File: src/rtl/i2c_resp_pkg.sv
// Shared types and constants for the I2C target responder.
// Holds the protocol FSM state type, the ACK/NACK bit levels and the synchronizer depth.
package i2c_resp_pkg;

    typedef enum logic [3:0] {
        ST_IDLE,
        ST_ADDR,
        ST_ADDR_ACK,
        ST_PTR,
        ST_PTR_ACK,
        ST_WDATA,
        ST_WDATA_ACK,
        ST_RDATA,
        ST_RDATA_ACK,
        ST_IGNORE
    } state_t;

    localparam logic BIT_ACK     = 1'b0;
    localparam logic BIT_NACK    = 1'b1;
    localparam int   SYNC_STAGES = 2;

endpackage

File: src/rtl/i2c_bus_sync.sv
// Bus synchronizer: filtered SCL/SDA levels plus SCL edge and START/STOP pulses.
// Pulses appear 2 clk after a pin change; free-running, no backpressure.
module i2c_bus_sync
    import i2c_resp_pkg::*;
(
    input  logic clk,
    input  logic rst_n,
    input  logic i_scl,
    input  logic i_sda,
    output logic o_scl,
    output logic o_sda,
    output logic o_scl_rise,
    output logic o_scl_fall,
    output logic o_start,
    output logic o_stop
);

    logic [SYNC_STAGES-1:0] r_scl_sync;
    logic [SYNC_STAGES-1:0] r_sda_sync;
    logic                   r_scl_d;
    logic                   r_sda_d;
    logic                   w_scl;
    logic                   w_sda;

    // Idle bus is pulled high, so reset the whole chain to 1 to avoid spurious edges.
    always_ff @(posedge clk or negedge rst_n) begin
        if (!rst_n) begin
            r_scl_sync <= '1;
            r_sda_sync <= '1;
            r_scl_d    <= 1'b1;
            r_sda_d    <= 1'b1;
        end else begin
            r_scl_sync <= {r_scl_sync[SYNC_STAGES-2:0], i_scl};
            r_sda_sync <= {r_sda_sync[SYNC_STAGES-2:0], i_sda};
            r_scl_d    <= w_scl;
            r_sda_d    <= w_sda;
        end
    end

    assign w_scl      = r_scl_sync[SYNC_STAGES-1];
    assign w_sda      = r_sda_sync[SYNC_STAGES-1];
    assign o_scl      = w_scl;
    assign o_sda      = w_sda;
    assign o_scl_rise = w_scl & ~r_scl_d;
    assign o_scl_fall = ~w_scl & r_scl_d;
    assign o_start    = w_scl & r_scl_d & ~w_sda & r_sda_d;
    assign o_stop     = w_scl & r_scl_d & w_sda & ~r_sda_d;

endmodule

File: src/rtl/i2c_target_responder.sv
// I2C target with an auto-incrementing byte register bank, open-drain SDA.
// SDA changes 3 clk after an SCL fall at the pins; the bus master paces everything.
module i2c_target_responder
    import i2c_resp_pkg::*;
#(
    parameter logic [6:0] TARGET_ADDR = 7'h50,
    parameter int         REG_COUNT   = 16,
    localparam int        PTR_W       = $clog2(REG_COUNT)
) (
    input  logic             clk,
    input  logic             rst_n,
    input  logic             i2c_scl_i,
    input  logic             i2c_sda_i,
    output logic             i2c_sda_o,
    output logic             i2c_sda_t,
    output logic             reg_wr_valid,
    output logic [PTR_W-1:0] reg_wr_addr,
    output logic [7:0]       reg_wr_data,
    output logic             busy,
    output logic             nack_seen
);

    logic w_scl, w_sda, w_scl_rise, w_scl_fall, w_start, w_stop;

    i2c_bus_sync u_sync (
        .clk        (clk),
        .rst_n      (rst_n),
        .i_scl      (i2c_scl_i),
        .i_sda      (i2c_sda_i),
        .o_scl      (w_scl),
        .o_sda      (w_sda),
        .o_scl_rise (w_scl_rise),
        .o_scl_fall (w_scl_fall),
        .o_start    (w_start),
        .o_stop     (w_stop)
    );

    state_t           r_state,    w_state_nxt;
    logic [2:0]       r_cnt,      w_cnt_nxt;
    logic [7:0]       r_shift,    w_shift_nxt;
    logic [PTR_W-1:0] r_ptr,      w_ptr_nxt;
    logic             r_rw,       w_rw_nxt;
    logic             r_phase,    w_phase_nxt;
    logic             r_sda_t,    w_sda_t_nxt;
    logic             r_busy,     w_busy_nxt;
    logic             r_wr_vld,   w_wr_vld_nxt;
    logic [PTR_W-1:0] r_wr_addr,  w_wr_addr_nxt;
    logic [7:0]       r_wr_data,  w_wr_data_nxt;
    logic             r_nack,     w_nack_nxt;
    logic [7:0]       r_regs [REG_COUNT];

    logic [7:0]       w_byte;
    logic [PTR_W-1:0] w_ptr_inc;
    logic             w_drive;

    assign w_byte    = {r_shift[6:0], w_sda};
    assign w_ptr_inc = r_ptr + 1'b1;
    assign w_drive   = w_scl_fall & ~w_scl;

    always_comb begin
        w_state_nxt   = r_state;
        w_cnt_nxt     = r_cnt;
        w_shift_nxt   = r_shift;
        w_ptr_nxt     = r_ptr;
        w_rw_nxt      = r_rw;
        w_phase_nxt   = r_phase;
        w_sda_t_nxt   = r_sda_t;
        w_busy_nxt    = r_busy;
        w_wr_vld_nxt  = 1'b0;
        w_wr_addr_nxt = r_wr_addr;
        w_wr_data_nxt = r_wr_data;
        w_nack_nxt    = 1'b0;

        if (w_start) begin
            w_state_nxt = ST_ADDR;
            w_cnt_nxt   = 3'd0;
            w_phase_nxt = 1'b0;
            w_sda_t_nxt = 1'b1;
        end else if (w_stop) begin
            w_state_nxt = ST_IDLE;
            w_cnt_nxt   = 3'd0;
            w_phase_nxt = 1'b0;
            w_sda_t_nxt = 1'b1;
            w_busy_nxt  = 1'b0;
        end else begin
            case (r_state)
                ST_ADDR, ST_PTR, ST_WDATA: begin
                    if (w_scl_rise) begin
                        w_shift_nxt = w_byte;
                        w_cnt_nxt   = r_cnt + 3'd1;
                        if (r_cnt == 3'd7) begin
                            if (r_state == ST_ADDR) begin
                                // General call (address 0) is never claimed.
                                if (w_byte[7:1] == TARGET_ADDR && w_byte[7:1] != 7'd0) begin
                                    w_state_nxt = ST_ADDR_ACK;
                                    w_busy_nxt  = 1'b1;
                                    w_rw_nxt    = w_byte[0];
                                end else begin
                                    w_state_nxt = ST_IGNORE;
                                end
                            end else if (r_state == ST_PTR) begin
                                w_ptr_nxt   = w_byte[PTR_W-1:0];
                                w_state_nxt = ST_PTR_ACK;
                            end else begin
                                w_wr_vld_nxt  = 1'b1;
                                w_wr_addr_nxt = r_ptr;
                                w_wr_data_nxt = w_byte;
                                w_ptr_nxt     = w_ptr_inc;
                                w_state_nxt   = ST_WDATA_ACK;
                            end
                        end
                    end
                end
                // phase 0: first fall starts the ACK pull-down; phase 1: next fall ends it.
                ST_ADDR_ACK, ST_PTR_ACK, ST_WDATA_ACK: begin
                    if (w_drive) begin
                        if (!r_phase) begin
                            w_sda_t_nxt = BIT_ACK;
                            w_phase_nxt = 1'b1;
                        end else begin
                            w_sda_t_nxt = 1'b1;
                            w_phase_nxt = 1'b0;
                            w_cnt_nxt   = 3'd0;
                            if (r_state == ST_ADDR_ACK && r_rw) begin
                                w_shift_nxt = r_regs[r_ptr];
                                w_sda_t_nxt = r_regs[r_ptr][7];
                                w_state_nxt = ST_RDATA;
                            end else if (r_state == ST_ADDR_ACK) begin
                                w_state_nxt = ST_PTR;
                            end else begin
                                w_state_nxt = ST_WDATA;
                            end
                        end
                    end
                end
                // shift[7] always holds the bit to drive on the next fall.
                ST_RDATA: begin
                    if (w_scl_rise) begin
                        w_shift_nxt = {r_shift[6:0], 1'b0};
                        w_cnt_nxt   = r_cnt + 3'd1;
                        if (r_cnt == 3'd7) begin
                            w_phase_nxt = 1'b1;
                        end
                    end else if (w_drive) begin
                        if (r_phase) begin
                            w_sda_t_nxt = 1'b1;
                            w_phase_nxt = 1'b0;
                            w_state_nxt = ST_RDATA_ACK;
                        end else begin
                            w_sda_t_nxt = r_shift[7];
                        end
                    end
                end
                ST_RDATA_ACK: begin
                    if (w_scl_rise) begin
                        if (w_sda == BIT_ACK) begin
                            w_ptr_nxt   = w_ptr_inc;
                            w_shift_nxt = r_regs[w_ptr_inc];
                            w_cnt_nxt   = 3'd0;
                            w_state_nxt = ST_RDATA;
                        end else begin
                            w_nack_nxt  = 1'b1;
                            w_state_nxt = ST_IGNORE;
                        end
                    end
                end
                default: ;
            endcase
        end
    end

    always_ff @(posedge clk or negedge rst_n) begin
        if (!rst_n) begin
            r_state   <= ST_IDLE;
            r_cnt     <= 3'd0;
            r_shift   <= 8'h00;
            r_ptr     <= '0;
            r_rw      <= 1'b0;
            r_phase   <= 1'b0;
            r_sda_t   <= 1'b1;
            r_busy    <= 1'b0;
            r_wr_vld  <= 1'b0;
            r_wr_addr <= '0;
            r_wr_data <= 8'h00;
            r_nack    <= 1'b0;
        end else begin
            r_state   <= w_state_nxt;
            r_cnt     <= w_cnt_nxt;
            r_shift   <= w_shift_nxt;
            r_ptr     <= w_ptr_nxt;
            r_rw      <= w_rw_nxt;
            r_phase   <= w_phase_nxt;
            r_sda_t   <= w_sda_t_nxt;
            r_busy    <= w_busy_nxt;
            r_wr_vld  <= w_wr_vld_nxt;
            r_wr_addr <= w_wr_addr_nxt;
            r_wr_data <= w_wr_data_nxt;
            r_nack    <= w_nack_nxt;
        end
    end

    always_ff @(posedge clk or negedge rst_n) begin
        if (!rst_n) begin
            for (int i = 0; i < REG_COUNT; i++) begin
                r_regs[i] <= 8'h00;
            end
        end else if (w_wr_vld_nxt) begin
            r_regs[r_ptr] <= w_byte;
        end
    end

    assign i2c_sda_o    = 1'b0;
    assign i2c_sda_t    = r_sda_t;
    assign reg_wr_valid = r_wr_vld;
    assign reg_wr_addr  = r_wr_addr;
    assign reg_wr_data  = r_wr_data;
    assign busy         = r_busy;
    assign nack_seen    = r_nack;

endmodule

File: config.mk
export PLATFORM = sky130hd
export DESIGN_NAME = i2c_target_responder
export DESIGN_NICKNAME = d
export VERILOG_FILES = /design/src/rtl/i2c_resp_pkg.sv /design/src/rtl/i2c_bus_sync.sv /design/src/rtl/i2c_target_responder.sv
export SDC_FILE = /design/constraint.sdc
export NUM_CORES = 1
export LEC_CHECK = 0
export ABC_CLOCK_PERIOD_IN_PS = 3990
export CAP_MARGIN = 0
export CORE_MARGIN = 1
export CORE_UTILIZATION = 40
export DETAILED_ROUTE_END_ITERATION = 10
export PLACE_DENSITY = 0.6
export SLEW_MARGIN = 5
export SYNTH_ARGS = -nofsm -noshare
export SYNTH_HDL_FRONTEND = slang
export SYNTH_HIERARCHICAL = 1
export SYNTH_SLANG_ARGS = --single-unit
File: constraint.sdc
create_clock -name clk -period 3.99 [get_ports clk]
set_clock_uncertainty 0.1 [all_clocks]
set_input_delay 0.798 -clock clk [delete_from_list [all_inputs] [get_ports clk]]
set_output_delay 0.798 -clock clk [all_outputs]
set_load 0.02 [all_outputs]
; ---- Word level (Yosys, flattened, before mapping)
; Index checks and enable logic that the tools add are counted.
[classes]
addsub = 2
magnitude_cmp = 3
n_eq_ne = 31
n_mux = 84
bitwise_logic = 18
reduce_logical = 26
[ops]
columns = operator, n
row1 = $bwmux W128, 1
row2 = $mux W8, 12
row3 = $mux W4, 19
row4 = $bmux W8 S4, 2
row5 = $mux W1, 33
row6 = $demux W8 S4, 1
row7 = $pmux W8 S4, 1
row8 = $mux W3, 9
row9 = $ne A4 B2 Y1 const B, 6
row10 = $eq A4 B3 Y1 const B, 4
row11 = $pmux W4 S4, 1
row12 = $reduce_and A7 Y1, 2
row13 = $ne A2 B2 Y1 const B, 6
row14 = $ne A4 B1 Y1 const B, 3
row15 = $reduce_and A6 Y1, 2
row16 = $reduce_bool A2 Y1, 6
row17 = $ge A5 B5 Y1 const B, 2
row18 = $not A4 Y5, 2
row19 = $reduce_and A10 Y1, 1
row20 = $pmux W3 S3, 1
row21 = $reduce_and A9 Y1, 1
row22 = $and A1 B1 Y1, 8
row23 = $eq A4 B2 Y1 const B, 2
row24 = $not A1 Y1, 8
row25 = 23 further kinds, 31
[word_totals]
regBits = 171
input_bits = 4

; ---- Logic depth before layout (Yosys ltp)
[depth]
depth_word = 10
ltp_mapped = 12
mapped_depth_nobuf = 7

; ---- Modules after synthesis
; The synthesis kept the hierarchy.
[modules_own_cells]
columns = module, n_inst, cells_each, area_per_inst_um2, seq_area_each_um2
row1 = i2c_target_responder, 1, 697, 9297.7, 4130.2
row2 = i2c_bus_sync, 1, 10, 190.2, 157.7

; ---- Worst setup path before layout
; Ideal clock, no wire load.
[synth_path]
path_kind = register to register
start = register r_ptr[0]
end = register r_shift[7]
arrival_ns = 2.955
required_ns = 3.762
slack_ns = 0.807
path_stages_with_launch = 13
n_path_buf = 5
synth_period_minus_slack_ns = 3.183
cell_sequence = dfrtp_1 -> buf_2 -> buf_2 -> buf_2 -> inv_1 -> ha_1 -> clkbuf_1 -> clkbuf_1 -> mux4_2 -> mux2_2 -> nand3_1 -> nand4_1 -> mux2_1
[synth_between]
elab_chain_len = 8
[synth_lines]
columns = item, line
row1 = from (decl), i2c_target_responder.sv:41  ; logic [PTR_W-1:0] r_ptr, w_ptr_nxt;
row2 = from (signal assigned), i2c_target_responder.sv:190  ; r_ptr <= w_ptr_nxt;
row3 = $add A4 B1 Y4 or $not A4 Y5 (tied branches), "i2c_target_responder.sv:57, i2c_target_responder.sv:125"
row4 = $not A4 Y5 (implied by the code) or $bmux W8 S4 (tied branches), "i2c_target_responder.sv:158, i2c_target_responder.sv:125"
row5 = $bmux W8 S4 or $mux W8 (tied branches), "i2c_target_responder.sv:158, i2c_target_responder.sv:125"
row6 = $mux W8 (on tied branches), "i2c_target_responder.sv:158, i2c_target_responder.sv:125"
row7 = $mux W8 (on tied branches), "i2c_target_responder.sv:158, i2c_target_responder.sv:124"
row8 = $mux W8 (on tied branches), "i2c_target_responder.sv:156, i2c_target_responder.sv:117"
row9 = $mux W8 (on tied branches), "i2c_target_responder.sv:155, i2c_target_responder.sv:116"
row10 = $pmux W8 S4 (*), i2c_target_responder.sv:86  ; case (r_state)
row11 = to (signal assigned), i2c_target_responder.sv:189  ; r_shift <= w_shift_nxt;
row12 = to (decl), i2c_target_responder.sv:40  ; logic [7:0] r_shift, w_shift_nxt;
; Every way passes the cells marked *; elsewhere a longest branch is shown, timed or not. The select of a mux whose other input is x is not followed.
; A chain may end at the register's enable or synchronous reset.

; ---- Worst setup path in the final report
[layout_path]
start = register u_sync.r_sda_sync[1]
end = register r_regs[47] (netlist bit)
[layout_between]
elab_chain_len = 4
[layout_lines]
columns = item, line
row1 = from (decl), i2c_bus_sync.sv:19  ; logic [SYNC_STAGES-1:0] r_sda_sync;
row2 = from (signal assigned), i2c_bus_sync.sv:34  ; r_sda_sync <= {r_sda_sync[SYNC_STAGES-2:0], i_sda};
row3 = $not A1 Y1, i2c_bus_sync.sv:46  ; assign o_start = w_scl & r_scl_d & ~w_sda & r_sda_d;
row4 = $and A1 B1 Y1 (2 in a row), i2c_bus_sync.sv:46
row5 = named net w_start, i2c_target_responder.sv:23  ; logic w_scl, w_sda, w_scl_rise, w_scl_fall, w_start, w_stop;
row6 = $mux W1, i2c_target_responder.sv:74  ; if (w_start) begin
row7 = "to (signal, indexed assignment)", i2c_target_responder.sv:208  ; r_regs[r_ptr] <= w_byte;
row8 = to (decl), i2c_target_responder.sv:50  ; logic [7:0] r_regs [REG_COUNT];
; The timed path passes the listed nets, and every way through them passes these cells.

==> results.md <==
- Critical path's top delay family: simple AND/OR/NAND/NOR gates
- Non-Filler Instances: 1,021
- Required time of the critical path: 4.21 ns
- Slowest CP cell: dfstp_2
- IR drop worst, VDD: 288 uV
- Synth warnings: 6
- Initial core utilization: 0.414
- Synthesis-stage register bit count: 171
- Setup TNS Final: 0 ns
- Reg2reg start: u_sync/r_sda_sync[1]
- Die ar.: 24,300 um^2
- Buffers on Ports: 19
- Synth cell types: 71
- Cell mode on critical path: and3_1
- Critical setup path kind: reg -> reg
- Mapped Area: 9490 um^2
- Async set-reset flop share out of synthesis: 1.00
- DRT Pass-1 Iters: 5
- Power Total: 5.61 mW
- Part of the power in combinational logic: 0.303
- Sequential share of power: 0.393
- CP peak stage delay: 0.88 ns
- Longest Clk Path Bufs: 2
- Vias in the first global route: 6,455
- CTS resizes: 0
- Clk pwr share: 0.304
- CP Max Fanout: 27
- Core footprint: 22,900 um^2
- Crit. End Element: flop
- RR Endpoint: r_regs[47]
- Sw frac: 0.380
- Hold Path Origin: u_sync/r_scl_sync[0]
- P_int: 3.48 mW
- Fillers: 2,008
- Drt first-iter violations: 437
- Die Span X: 156 um
- Drc violations: 0
- Largest net degree at the start of global routing: 90
- Leakage power: 4.66 nW
- FP Rows: 55
- Crit share post-route: 0.828
- RSZ-0062 raised after global routing: no
- GRT Resource Usage Total: 0.208
- Initial antenna violation count: 0
- Final hold vios: 0
- Number of max-cap violations: 0
- Antenna diode instance count: 0
- GR Overflow Total: 0
- DR WL/cell: 23.3 um
- CTS H-tree depth: 4
- WP buf/inv: 0
- Critical path, cell by cell: and4b_1, nor3b_2, and3_1, and3_1, mux2_2
- Synth-to-Final Area Change: 10.3%
- Critical path launch point type: flop
- Total number of vias: 6,108
- Post-synth EDFFs: 0
- Layout cell share with drive strength beyond 1: 0.418
- Post-synthesis sequential area ratio: 0.452
- Clk root buf: clkbuf_16
- Power per cell area: 536 nW/um^2
- Critical Path AT: 3.52 ns
- Hold endpoint: u_sync/r_scl_sync[1]
- Antenna Nets Post-Route: 0
- Clock slew at reported path FFs: 0.07 ns
- HPWL Detailed: 16.0 mm
- Total wire length: 23.8 mm
- CTS Buf Count: 17
- Placed insts: 989
- Syn Area/Cell: 13.4 um^2
- Final #Nets: 705
- Placer Congestion: 0.854
- Hold Path Class: reg -> reg
- Slew Limit Fails: 0
- Reg2reg path depth: 5
- CTS tree: built
- Die Height: 156 um
- Final setup violation count: 0
- Status: finished, final reports clean
- Clock sinks: 171
- Slew @ Worst Pin: 1.03 ns
- Worst R2R Setup Slack: 0.69 ns
- Ports: 21
- Post-CTS Repair Setup Buffers: 0
- Most used flip-flop cell after synthesis: dfrtp_1
- Vias/cell: 5.98
- Clock Latency Late Sink: 0.43 ns
- Peak Freq: 0.303 GHz
- Hold buffers post-CTS: 0
- Hold Path Depth: 0
- Synth Net Count: 717
- Post-Syn Instances: 707
- Tmin final: 3.30 ns
- Rel. slew slack: 0.305
- First-pass GRT wire length: 38.0 mm
- Net Switching: 2.14 mW
==> logic make-up (layout without fill, tap and decap cells) <==
logic type / after synthesis / after routing / share of synthesized area
muxes: 251 / 251 / 0.357
AOI/OAI and AO/OA: 70 / 70 / 0.0534
buffers and inverters: 77 / 78 / 0.0409
DFF: 171 / 171 / 0.452
adders and majority gates: 6 / 6 / 0.00791
xor gates and xnor gates: 3 / 3 / 0.00356
and+or+nand+nor: 128 / 128 / 0.0853
other: 1 / 1 / 0.000395
==> Yosys cell counts, types with 2 or more instances <==
cell | count | area share
a2bb2oi_1 | 3 | 0.0028
a21oi_1 | 12 | 0.0063
inv_1 | 7 | 0.0028
and2_1 | 2 | 0.0013
o22ai_1 | 2 | 0.0013
and4b_1 | 2 | 0.0021
nor2b_1 | 11 | 0.0073
nand3_1 | 23 | 0.012
mux2i_1 | 32 | 0.034
and3_1 | 20 | 0.013
and4_1 | 7 | 0.0065
nor2_1 | 13 | 0.0051
nand3_2 | 2 | 0.0021
dfstp_2 | 7 | 0.019
or4_1 | 2 | 0.0016
o2111ai_1 | 3 | 0.0028
nand4_1 | 9 | 0.0059
o21bai_1 | 2 | 0.0016
dfrtp_1 | 164 | 0.43
mux4_2 | 53 | 0.13
buf_2 | 25 | 0.013
ha_1 | 6 | 0.0079
buf_1 | 3 | 0.0012
o21ai_0 | 15 | 0.0079
buf_6 | 5 | 0.0059
nand2_1 | 9 | 0.0036
nor3_1 | 8 | 0.0042
nand2b_1 | 4 | 0.0026
a22oi_1 | 10 | 0.0079
clkbuf_1 | 29 | 0.011
mux2_2 | 165 | 0.20
buf_4 | 8 | 0.0063
a221oi_1 | 6 | 0.0055
==> final cells by class <==
| cell class | instances | area (um^2) | share of cell area |
|---|---|---|---|
| clock buffer | 19 | 453 | 0.0433 |
| clock inverter | 13 | 150 | 0.0143 |
| inverter | 7 | 26.3 | 0.00251 |
| multi-input combinational | 459 | 4810 | 0.460 |
| sequential | 171 | 4290 | 0.410 |
| tap | 313 | 392 | 0.0374 |
| timing repair buffer | 39 | 342 | 0.0326 |
==> registers in the layout (all words and copies together), names as in the netlist, 2 cells and up <==
register / flops
u_sync/r_sda_sync: 2
r_cnt: 3
reg_wr_addr: 4
u_sync/r_scl_sync: 2
r_shift: 8
r_ptr: 4
r_state: 4
r_regs: 128
reg_wr_data: 8
==> layer usage <==
layer	global-route usage	share of wire	wire (um)
met5	0	0	0
met4	0.0640	0.021	499
met3	0.0406	0.042	1010
met2	0.343	0.50	11800
met1	0.276	0.44	10500
==> power groups by stage <==
stage	Combinational [mW]	Clock (mW)	Sequential, mW
after floorplan	1.53	0	1.91
after global placement	1.66	0	2.23
after detailed placement	1.70	0	2.24
after CTS	1.70	1.73	2.20
after global routing	1.82	1.82	2.24
final	1.70	1.71	2.21
==> worst max path at each step <==
stage,startpoint,end,slack (ns),cells past startpoint
detailed placement,u_sync/r_sda_sync[1],r_regs[116],0.70,6
global route,u_sync/r_sda_sync[1],r_regs[56],0.49,5
finish,u_sync/r_sda_sync[1],r_regs[47],0.69,5
CTS,u_sync/r_sda_sync[1],r_regs[116],0.69,6
floorplan,r_ptr[0],r_shift[7],0.81,12
global placement,u_sync/r_sda_sync[1],r_regs[4],0.84,6
==> per-stage QoR <==
stage           util  setup slack [ns]  hold slack, ns  area [um^2]
3_5_place_dp   0.430             0.702           0.247         9860
5_1_grt        0.457             0.494           0.264        10500
2_1_floorplan      -             0.807           0.245         9490
4_1_cts        0.457             0.685           0.258        10500
6_report       0.457             0.685           0.257        10500
3_3_place_gp   0.430             0.837           0.250         9860
==> cell usage in the layout, fill, tap and decap left out, types with 4 or more instances in the layout <==
cell             Yosys  routed
mux2_2             165     165
dfrtp_1            164     162
mux4_2              53      53
mux2i_1             32      32
nand3_1             23      23
and3_1              20      20
buf_4                8      20
clkdlybuf4s50_1      0      18
clkbuf_16            0      17
o21ai_0             15      15
nor2_1              13      13
a21oi_1             12      12
nor2b_1             11      11
a22oi_1             10      10
nand2_1              9       9
nand4_1              9       9
nor3_1               8       8
inv_1                7       7
and4_1               7       7
dfstp_2              7       7
a221oi_1             6       6
ha_1                 6       6
nand2b_1             4       4
inv_8                0       4
inv_6                0       4
No activity file was read; power rests on OpenSTA's default activity.
